**src/rtl/riscv_alu_stall_ctrl_pkg.sv**
```systemverilog
// Shared definitions for the EX-stage multicycle ALU stall controller.
// The state encoding and count width are also used by the ALU wrapper.
package riscv_alu_stall_ctrl_pkg;

    localparam int STALL_W_DEFAULT = 5;

    localparam logic [1:0] STATE_IDLE    = 2'd0;
    localparam logic [1:0] STATE_WAIT    = 2'd1;
    localparam logic [1:0] STATE_RELEASE = 2'd2;

    typedef enum logic [1:0] {
        ST_IDLE    = STATE_IDLE,
        ST_WAIT    = STATE_WAIT,
        ST_RELEASE = STATE_RELEASE
    } alu_stall_state_e;

endpackage

```
**src/rtl/riscv_stall_counter.sv**
```systemverilog
// Loadable down-counter that saturates at zero and flags count == 1.
// Shared between the ALU stall controller and the load-use hazard unit.
module riscv_stall_counter
    import riscv_alu_stall_ctrl_pkg::*;
#(
    parameter int WIDTH = STALL_W_DEFAULT
) (
    input  logic             clk,
    input  logic             srst,
    input  logic             load,
    input  logic [WIDTH-1:0] load_value,
    input  logic             enable,
    output logic [WIDTH-1:0] count,
    output logic             count_is_one
);

    localparam logic [WIDTH-1:0] ZERO = {WIDTH{1'b0}};
    localparam logic [WIDTH-1:0] ONE  = WIDTH'(1);

    logic [WIDTH-1:0] count_r;

    // Count register: load wins over decrement, decrement stops at zero.
    always_ff @(posedge clk) begin
        if (srst) begin
            count_r <= ZERO;
        end else if (load) begin
            count_r <= load_value;
        end else if (enable && (count_r != ZERO)) begin
            count_r <= count_r - ONE;
        end else begin
            count_r <= count_r;
        end
    end

    assign count        = count_r;
    assign count_is_one = (count_r == ONE);

endmodule

```
**src/rtl/riscv_alu_stall_ctrl.sv**
```systemverilog
// EX-stage controller turning the ALU's multicycle latency into a precise
// pipeline freeze, then capturing the result into the EX/MEM register.
module riscv_alu_stall_ctrl
    import riscv_alu_stall_ctrl_pkg::*;
#(
    parameter int STALL_W = STALL_W_DEFAULT,
    parameter int DATA_W  = 32,
    parameter int PERF_W  = 32
) (
    input  logic               clock_i,
    input  logic               reset_i,
    input  logic               valid_i,
    input  logic [STALL_W-1:0] stall_cycles_i,
    input  logic [DATA_W-1:0]  alu_result_i,
    input  logic [4:0]         rd_i,
    input  logic               flush_i,
    input  logic               mem_stall_i,
    output logic               stall_o,
    output logic               valid_o,
    output logic [DATA_W-1:0]  result_o,
    output logic [4:0]         rd_o,
    output logic               busy_o,
    output logic [PERF_W-1:0]  perf_stall_cnt_o
);

    localparam logic [STALL_W-1:0] N_ZERO = {STALL_W{1'b0}};
    localparam logic [STALL_W-1:0] N_ONE  = STALL_W'(1);

    alu_stall_state_e   state_r;
    alu_stall_state_e   state_next_s;
    logic [STALL_W-1:0] count_s;
    logic               count_is_one_s;
    logic               cnt_load_s;
    logic [STALL_W-1:0] cnt_load_value_s;
    logic               cnt_enable_s;
    logic               capture_s;
    logic               alu_stall_s;
    logic               perf_inc_s;
    logic               valid_r;
    logic [DATA_W-1:0]  result_r;
    logic [4:0]         rd_r;
    logic [PERF_W-1:0]  perf_cnt_r;

    riscv_stall_counter #(
        .WIDTH (STALL_W)
    ) u_stall_counter (
        .clk          (clock_i),
        .srst         (reset_i),
        .load         (cnt_load_s),
        .load_value   (cnt_load_value_s),
        .enable       (cnt_enable_s),
        .count        (count_s),
        .count_is_one (count_is_one_s)
    );

    // Next-state, counter control and capture decision.
    always_comb begin
        state_next_s     = state_r;
        cnt_load_s       = 1'b0;
        cnt_load_value_s = N_ZERO;
        cnt_enable_s     = 1'b0;
        capture_s        = 1'b0;
        if (flush_i) begin
            state_next_s = ST_IDLE;
            cnt_load_s   = 1'b1;
        end else begin
            case (state_r)
                ST_IDLE: begin
                    if (valid_i && !mem_stall_i) begin
                        if (stall_cycles_i == N_ZERO) begin
                            capture_s = 1'b1;
                        end else begin
                            cnt_load_s       = 1'b1;
                            cnt_load_value_s = stall_cycles_i - N_ONE;
                            state_next_s     = (stall_cycles_i == N_ONE) ? ST_RELEASE : ST_WAIT;
                        end
                    end else begin
                        state_next_s = ST_IDLE;
                    end
                end
                ST_WAIT: begin
                    // The ALU units are free-running, so MEM back-pressure never pauses this.
                    cnt_enable_s = 1'b1;
                    if (count_is_one_s || (count_s == N_ZERO)) begin
                        state_next_s = ST_RELEASE;
                    end else begin
                        state_next_s = ST_WAIT;
                    end
                end
                ST_RELEASE: begin
                    if (!mem_stall_i) begin
                        capture_s    = 1'b1;
                        state_next_s = ST_IDLE;
                    end else begin
                        state_next_s = ST_RELEASE;
                    end
                end
                default: begin
                    state_next_s = ST_IDLE;
                end
            endcase
        end
    end

    // ALU-induced freeze request, the combined stall and the perf increment.
    always_comb begin
        alu_stall_s = 1'b0;
        case (state_r)
            ST_IDLE:    alu_stall_s = valid_i && (stall_cycles_i != N_ZERO);
            ST_WAIT:    alu_stall_s = 1'b1;
            ST_RELEASE: alu_stall_s = 1'b0;
            default:    alu_stall_s = 1'b0;
        endcase
        if (reset_i) begin
            stall_o    = mem_stall_i;
            perf_inc_s = 1'b0;
        end else begin
            stall_o    = mem_stall_i | alu_stall_s;
            // An unaccepted IDLE request under back-pressure is re-presented later, so not counted here.
            perf_inc_s = (state_r == ST_WAIT) || (alu_stall_s && !mem_stall_i);
        end
    end

    // State register.
    always_ff @(posedge clock_i) begin
        if (reset_i) begin
            state_r <= ST_IDLE;
        end else begin
            state_r <= state_next_s;
        end
    end

    // EX/MEM register: held under MEM back-pressure, each result presented once.
    always_ff @(posedge clock_i) begin
        if (reset_i) begin
            valid_r  <= 1'b0;
            result_r <= {DATA_W{1'b0}};
            rd_r     <= 5'd0;
        end else if (flush_i) begin
            valid_r  <= 1'b0;
            result_r <= result_r;
            rd_r     <= rd_r;
        end else if (mem_stall_i) begin
            valid_r  <= valid_r;
            result_r <= result_r;
            rd_r     <= rd_r;
        end else if (capture_s) begin
            valid_r  <= 1'b1;
            result_r <= alu_result_i;
            rd_r     <= rd_i;
        end else begin
            valid_r  <= 1'b0;
            result_r <= result_r;
            rd_r     <= rd_r;
        end
    end

    // Stall performance counter, wrapping naturally at its width.
    always_ff @(posedge clock_i) begin
        if (reset_i) begin
            perf_cnt_r <= {PERF_W{1'b0}};
        end else if (perf_inc_s) begin
            perf_cnt_r <= perf_cnt_r + PERF_W'(1);
        end else begin
            perf_cnt_r <= perf_cnt_r;
        end
    end

    assign busy_o           = (state_r != ST_IDLE);
    assign valid_o          = valid_r;
    assign result_o         = result_r;
    assign rd_o             = rd_r;
    assign perf_stall_cnt_o = perf_cnt_r;

endmodule

```
**config.mk**
```make
export PLATFORM = sky130hd
export DESIGN_NAME = riscv_alu_stall_ctrl
export DESIGN_NICKNAME = d
export VERILOG_FILES = /design/src/rtl/riscv_alu_stall_ctrl_pkg.sv /design/src/rtl/riscv_stall_counter.sv /design/src/rtl/riscv_alu_stall_ctrl.sv
export SDC_FILE = /design/constraint.sdc
export NUM_CORES = 1
export LEC_CHECK = 0
export CELL_PAD_IN_SITES_DETAIL_PLACEMENT = 2
export CELL_PAD_IN_SITES_GLOBAL_PLACEMENT = 2
export CORE_ASPECT_RATIO = 0.6
export CORE_UTILIZATION = 27
export CTS_BUF_LIST = sky130_fd_sc_hd__clkbuf_8
export DETAILED_ROUTE_END_ITERATION = 7
export GPL_ROUTABILITY_DRIVEN = 0
export PLACE_DENSITY_LB_ADDON = 0.1
export SLEW_MARGIN = 40
export SYNTH_ARGS = -nofsm -noshare
export SYNTH_HDL_FRONTEND = slang
export SYNTH_SLANG_ARGS = --single-unit
```
**constraint.sdc**
```tcl
create_clock -name clock_i -period 2.15 [get_ports clock_i]
set_input_delay 0.3225 -clock clock_i [delete_from_list [all_inputs] [get_ports clock_i]]
set_output_delay 0.3225 -clock clock_i [all_outputs]
set_load 0.02 [all_outputs]
```
==> results of run 1 <==
[worst max-delay path: cells and delay by family (launching register included)]
kind             cells  cell delay [ns]
muxes                1             0.38
DFF                  1             0.39
and+or+nand+nor      3             1.20
[cells by family (layout without fill, tap and decap cells)]
logic type / after synthesis / count (layout) / synth area share, %
simple gates: 179 / 179 / 26.9
flops: 77 / 77 / 40.7
mux: 15 / 15 / 4.43
fa+ha+maj: 7 / 7 / 2.31
buf+inv: 48 / 193 / 5.29
compound gates: 128 / 128 / 19.2
xor+xnor: 5 / 5 / 1.16
[cells in the mapped netlist, types with 5 or more instances]
cell type,n
a21oi_1,55
buf_2,10
clkbuf_1,24
dfxtp_1,77
ha_1,7
inv_1,10
mux2_1,5
mux2_2,9
nand2_1,16
nand3_1,46
nand4_1,12
nor2_1,25
nor2b_1,15
nor3_1,7
nor4_1,15
o21ai_0,42
o31ai_1,12
or3_1,6
or4_1,15
[worst paths after layout]
path | startpoint | endpoint | slack, ns
hold / removal | stall_cycles_i[0] | u_stall_counter.count[0]$_SDFFE_PP0P_ | 0.35
setup / recovery | perf_stall_cnt_o[5]$_SDFFE_PP0P_ | perf_stall_cnt_o[26]$_SDFFE_PP0P_ | 0.06
setup reg to reg | perf_stall_cnt_o[5]$_SDFFE_PP0P_ | perf_stall_cnt_o[26]$_SDFFE_PP0P_ | 0.06
hold reg to reg | result_o[9]$_SDFFE_PP0P_ | result_o[9]$_SDFFE_PP0P_ | 0.48
[sequential cells by signal, indices dropped and copies added, names as in the netlist]
register	count
perf_stall_cnt_o	32
valid_o	1
state_r	2
u_stall_counter.count	5
result_o	32
rd_o	5
[per-stage QoR]
step / setup slack [ns] / instances / utilization (%)
finish: 0.0602 / 796 / 43.5
global route: -0.00152 / 796 / 43.5
CTS: 0.0204 / 795 / 43.0
detailed placement: -0.478 / 775 / 40.2
global placement: -0.408 / 775 / 40.2
floorplan: 0.0252 / 459 / -
[routing by layer]
metal  vias to the layer above  global-route usage [%]  share of wire, %
li1                       1978                       -                 -
met1                      2108                    29.7                49
met2                        77                    32.7                46
met3                        14                    3.55               3.5
met4                         0                    5.12               1.0
met5                         -                       0                 0
[power groups by stage]
stage / Combinational, mW / Clock, mW / Sequential, mW
2_1_floorplan: 0.141 / 0 / 1.49
3_3_place_gp: 0.374 / 0 / 1.48
3_5_place_dp: 0.382 / 0 / 1.48
4_1_cts: 0.419 / 1.22 / 1.45
5_1_grt: 0.449 / 1.27 / 1.45
6_report: 0.420 / 1.18 / 1.45
[cell type report]
cell class	count	area [um2]	share of cell area (%)
Sequential cell	77	1540	26.0
Multi-Input combinational cell	334	2230	37.4
Clock inverter	7	81.3	1.37
Clock buffer	9	124	2.08
Timing Repair Buffer	166	1690	28.4
Tap cell	192	240	4.04
Inverter	11	41.3	0.694
[what timing repair did]
action                                  CTS  global route
gates cloned                              2             0
resized for setup                        24            20
pin swaps                                 6             5
endpoints found under the setup margin   19            18
buffers inserted                          2             1
==> impl_results.md, run 1 <==
* Tot GR Track Use at between 20% and 30%
* Post-route antenna net violation count at 0
* DR vias at 4177
* Critical path type: reg2reg
* Pwr Density at 513 nW/um2
* Inserted Diodes at 0
* # IOs at 119
* Cts hold-fix bufs at 0
* Cts bufs inserted at 9
* Synth Flop Type: dfxtp_1
* Worst R2R Path Depth at 4
* Synth top area share at 40.7%
* Relative slew slack at around 55%
* Power share of the combinational group at between 10 and 15%
* Crit path cell chain: nand4_2, or4_4, nor4_1, mux2_2
* Critical path required time at 2.41 ns
* Slowest cell on crit path: or4_4
* Maximum vdd drop at 252 uV
* Pins Over Slew Limit at 0
* Synth Register Bits at 77
* Number of fill cells at 1498
* Cells after Synth at approximately 460
* WL final at 15300 um
* Crit. End Element: register
* Worst Tran Pin Value at 0.678 ns
* Number of port buffers at 118
* Yosys cell types at roughly 50
* Max-Cap Viols at 0
* Fin Hold WS at 0.355 ns
* DR iter-0 viols at 168
* YS warnings at 0
* Switching portion of total power at 28.0%
* CP max FO at 6
* Skew-Pair Late Insertion Delay at 0.37 ns
* Int Power at 2.20 mW
* Detail Placement HPWL at ~11000 um
* Sequential area share after synthesis at 40.7%
* Largest net degree at the start of global routing at 59
* Final Cycle Share at 97.2%
* Max clock buf depth at 2
* Ys async rst share at 0%
* Syn Area/Cell at 8.25 um2
* Synth top area cells: dfxtp_1 41%, a21oi_1 7.3%, nand3_1 6.1%, o21ai_0 5.6%, or4_1 3.0%
* Commonest non-fill, non-tap cell in the layout: clkdlybuf4s50_1
* Vias/cell at 5.25
* Clock tree sinks at 77
* Max stage delay on crit path at 0.68 ns
* Root Driver: clkbuf_8
* Nets at 653
* DRC Markers at 0
* Setup TNS at 0 ns
* Placed Instance Area at 5490 um2
* Initial Utilization at between 20% and 30%
* Worst hold path depth at 4
* Vias in the first global route at around 4300
* Total power at between 3 and 4 mW
* WL per Instance at 19.2 um
* Final setup fails at 0
* Power share of the clock group at 38.7%
* Syn nets at just over 500
* CP Launch Type: register
* Num rows at 33
* Max Fclk at 0.479 GHz
* DRT Pass-1 Iters at 4
* Grt total ovfl at 0
* Final non-filler cell area at 5950 um2
* Most frequent cells in the layout: 111 x clkdlybuf4s50_1, 75 x dfxtp_1, 52 x a21oi_1
* Die footprint at approximately 15000 um2
* First-pass GRT wire length at 23700 um
* Core area at 13700 um2
* Hold Path Class: in2reg
* Fin crit period at 2.09 ns
* Layout area overhead at 57.0%
* Share of post-route cells with drive strength above 1 at between 10% and 20%
* Cell Area, Synth at roughly 3800 um2
* Initial antenna violation count at 0
* Die extent in x at 155 um
* Reg clk slew, reported paths at around 0.10 ns
* Sequential share of power at 47.5%
* Net switching power at 0.854 mW
* CP Data Arrival Time at 2.35 ns
* H-tree depth at 3
* Status: finished, final reports clean
* Final Skew at 0.0149 ns
* TritonCTS clock tree: built
* Final Hold Fails at 0
* Leakage power at 2.09 nW
* Area leader, netlist: dfxtp_1
* Die Y at 93.7 um
* Post-synth EDFFs at 0
(Power assumes the default switching activity.)
==> run 2, diff against run 1 <==
Settings changed: CAP_MARGIN from default to 30.
==> results of run 2 <==
The final DEF is identical to that of run 1; final timing and power are the same.
==> run 3, diff against run 2 <==
Settings changed: PLACE_DENSITY from default to 0.87, PLACE_DENSITY_LB_ADDON 0.1 to default.
==> run 3 against run 2 <==
Compared with the run above:
- power shrank 4.5%
- clock skew shrank 0.0063 ns
- via count grew 1.1%
- setup slack gained 0.011 ns
- largest power group unchanged
- highest routed layer unchanged
==> impl_results.md, run 3 (synthesis gave the netlist of run 1 again) <==
* Final non-filler cell area at 5840 um2 (was 5950 um2)
* Final Cycle Share at 96.7% (was 97.2%)
* Final Skew at 0.00864 ns (was 0.0149 ns)
* Die footprint at 14500 um2 (unchanged)
* Cts bufs inserted at 9 (unchanged)
* Maximum vdd drop at 219 uV (was 252 uV)
* Skew-Pair Late Insertion Delay at 0.36 ns (was 0.37 ns)
* Clock tree sinks at 77 (unchanged)
* Max stage delay on crit path at 0.55 ns (was 0.68 ns)
* TritonCTS clock tree: built (unchanged)
* Final Hold Fails at 0 (unchanged)
* Initial antenna violation count at 0 (unchanged)
* Number of port buffers at 118 (unchanged)
* Share of post-route cells with drive strength above 1 at 17.7% (was 18.2%)
* Fin crit period at 2.08 ns (was 2.09 ns)
* Inserted Diodes at 0 (unchanged)
* First-pass GRT wire length at 25200 um (was 23700 um)
* CP Data Arrival Time at 1.76 ns (was 2.35 ns)
* Commonest non-fill, non-tap cell in the layout: clkdlybuf4s50_1 (unchanged)
* Pins Over Slew Limit at 0 (unchanged)
* Die Y at 93.7 um (unchanged)
* Relative slew slack at 57.4% (was 54.8%)
* Largest net degree at the start of global routing at 40 (was 59)
* Grt total ovfl at 0 (unchanged)
* Worst Tran Pin Value at 0.636 ns (was 0.678 ns)
* Pwr Density at 498 nW/um2 (was 513 nW/um2)
* Vias/cell at 5.31 (was 5.25)
* Total power at 2.91 mW (was 3.05 mW)
* Initial Utilization at 27.7% (unchanged)
* DRT Pass-1 Iters at 4 (unchanged)
* CP Launch Type: register (unchanged)
* Tot GR Track Use at 22.5% (was 20.9%)
* Max Fclk at 0.481 GHz (was 0.479 GHz)
* Reg clk slew, reported paths at 0.09 ns (was 0.10 ns)
* Vias in the first global route at 4643 (was 4288)
* Crit. End Element: output port (was register)
* Num rows at 33 (unchanged)
* Critical path type: reg2out (was reg2reg)
* Detail Placement HPWL at 11200 um (was 10600 um)
* Max clock buf depth at 2 (unchanged)
* DR vias at 4225 (was 4177)
* H-tree depth at 3 (unchanged)
* Placed Instance Area at 5450 um2 (was 5490 um2)
* Critical path required time at 1.83 ns (was 2.41 ns)
* Slowest cell on crit path: clkdlybuf4s50_1 (was or4_4)
* # IOs at 119 (unchanged)
* DRC Markers at 0 (unchanged)
* CP max FO at 7 (was 6)
* Final setup fails at 0 (unchanged)
* Core area at 13700 um2 (unchanged)
* WL final at 15900 um (was 15300 um)
* Layout area overhead at 54.3% (was 57.0%)
* Most frequent cells in the layout: 113 x clkdlybuf4s50_1, 76 x dfxtp_1, 51 x a21oi_1 (was 111 x clkdlybuf4s50_1, 75 x dfxtp_1, 52 x a21oi_1)
* Leakage power at 2.00 nW (was 2.09 nW)
* Setup TNS at 0 ns (unchanged)
* Root Driver: clkbuf_8 (unchanged)
* Status: finished, final reports clean (unchanged)
* WL per Instance at 19.9 um (was 19.2 um)
* Die extent in x at 155 um (unchanged)
* Post-route antenna net violation count at 0 (unchanged)
* Crit path cell chain: buf_4, or2_2, clkdlybuf4s50_1 (was nand4_2, or4_4, nor4_1, mux2_2)
* DR iter-0 viols at 186 (was 168)
* Hold Path Class: in2reg (unchanged)
* Nets at 653 (unchanged)
* Max-Cap Viols at 0 (unchanged)
-- run 3: cell types whose count changed in the layout (fill, tap and decap cells not counted), sizes merged, moves of 2 or more --
cell           change
inv                -2
buf                -2
clkdlybuf4s50      +2
clkinvlp           +3
dlymetal6s2s       -2
bufbuf             +2
-- run 3: repair_timing --
item,in CTS,in global routing
cloned,2,0
resized for setup,24,6
pin swaps,4,2
hold buffers,0,0
buffers inserted,0,2
setup endpoints to repair,20,14
-- run 3: where the power goes --
part           internal (mW)  total [mW]  switching (mW)
logic                  0.194       0.397           0.203
clock network          0.457        1.06           0.608
registers               1.44        1.45          0.0120
total                   2.09        2.91           0.823
-- run 3: metrics by stage --
step | worst slack (ns) | cells | hold slack (ns) | util [%]
6_report | 0.0708 | 796 | 0.466 | 42.7
5_1_grt | -0.00112 | 796 | 0.462 | 42.7
4_1_cts | 0.00270 | 794 | 0.447 | 42.5
3_5_place_dp | -0.536 | 776 | 0.477 | 39.8
3_3_place_gp | -0.410 | 776 | 0.461 | 39.8
2_1_floorplan | 0.0252 | 459 | 0.464 | -
-- run 3: layout make-up --
cell class	count	area (um2)
Clock buffer	10	138
Clock inverter	6	47.5
Fill cell	1490	7830
Inverter	11	41.3
Multi-Input combinational cell	334	2180
Sequential cell	77	1540
Tap cell	192	240
Timing Repair Buffer	166	1650
-- run 3: worst paths after layout --
check	from	end	slack, ns	depth (start not counted)
hold reg to reg	result_o[14]$_SDFFE_PP0P_	result_o[14]$_SDFFE_PP0P_	0.48	2
setup / recovery	state_r[0]$_SDFFE_PP0P_	busy_o	0.07	3
setup reg to reg	perf_stall_cnt_o[5]$_SDFFE_PP0P_	perf_stall_cnt_o[26]$_SDFFE_PP0P_	0.07	4
hold / removal	reset_i	result_o[5]$_SDFFE_PP0P_	0.47	3
-- run 3: worst max-delay path: cells and delay by family, from the launching register on --
family | cells | cell delay [ns]
buffers and inverters | 2 | 0.73
DFF | 1 | 0.37
and+or+nand+nor | 1 | 0.30
-- run 3: routing by layer --
layer,share of wire [%],GRT usage [%]
met5,0,0
met4,1.5,7.01
met3,4.2,4.34
met2,48,38.0
met1,46,28.9
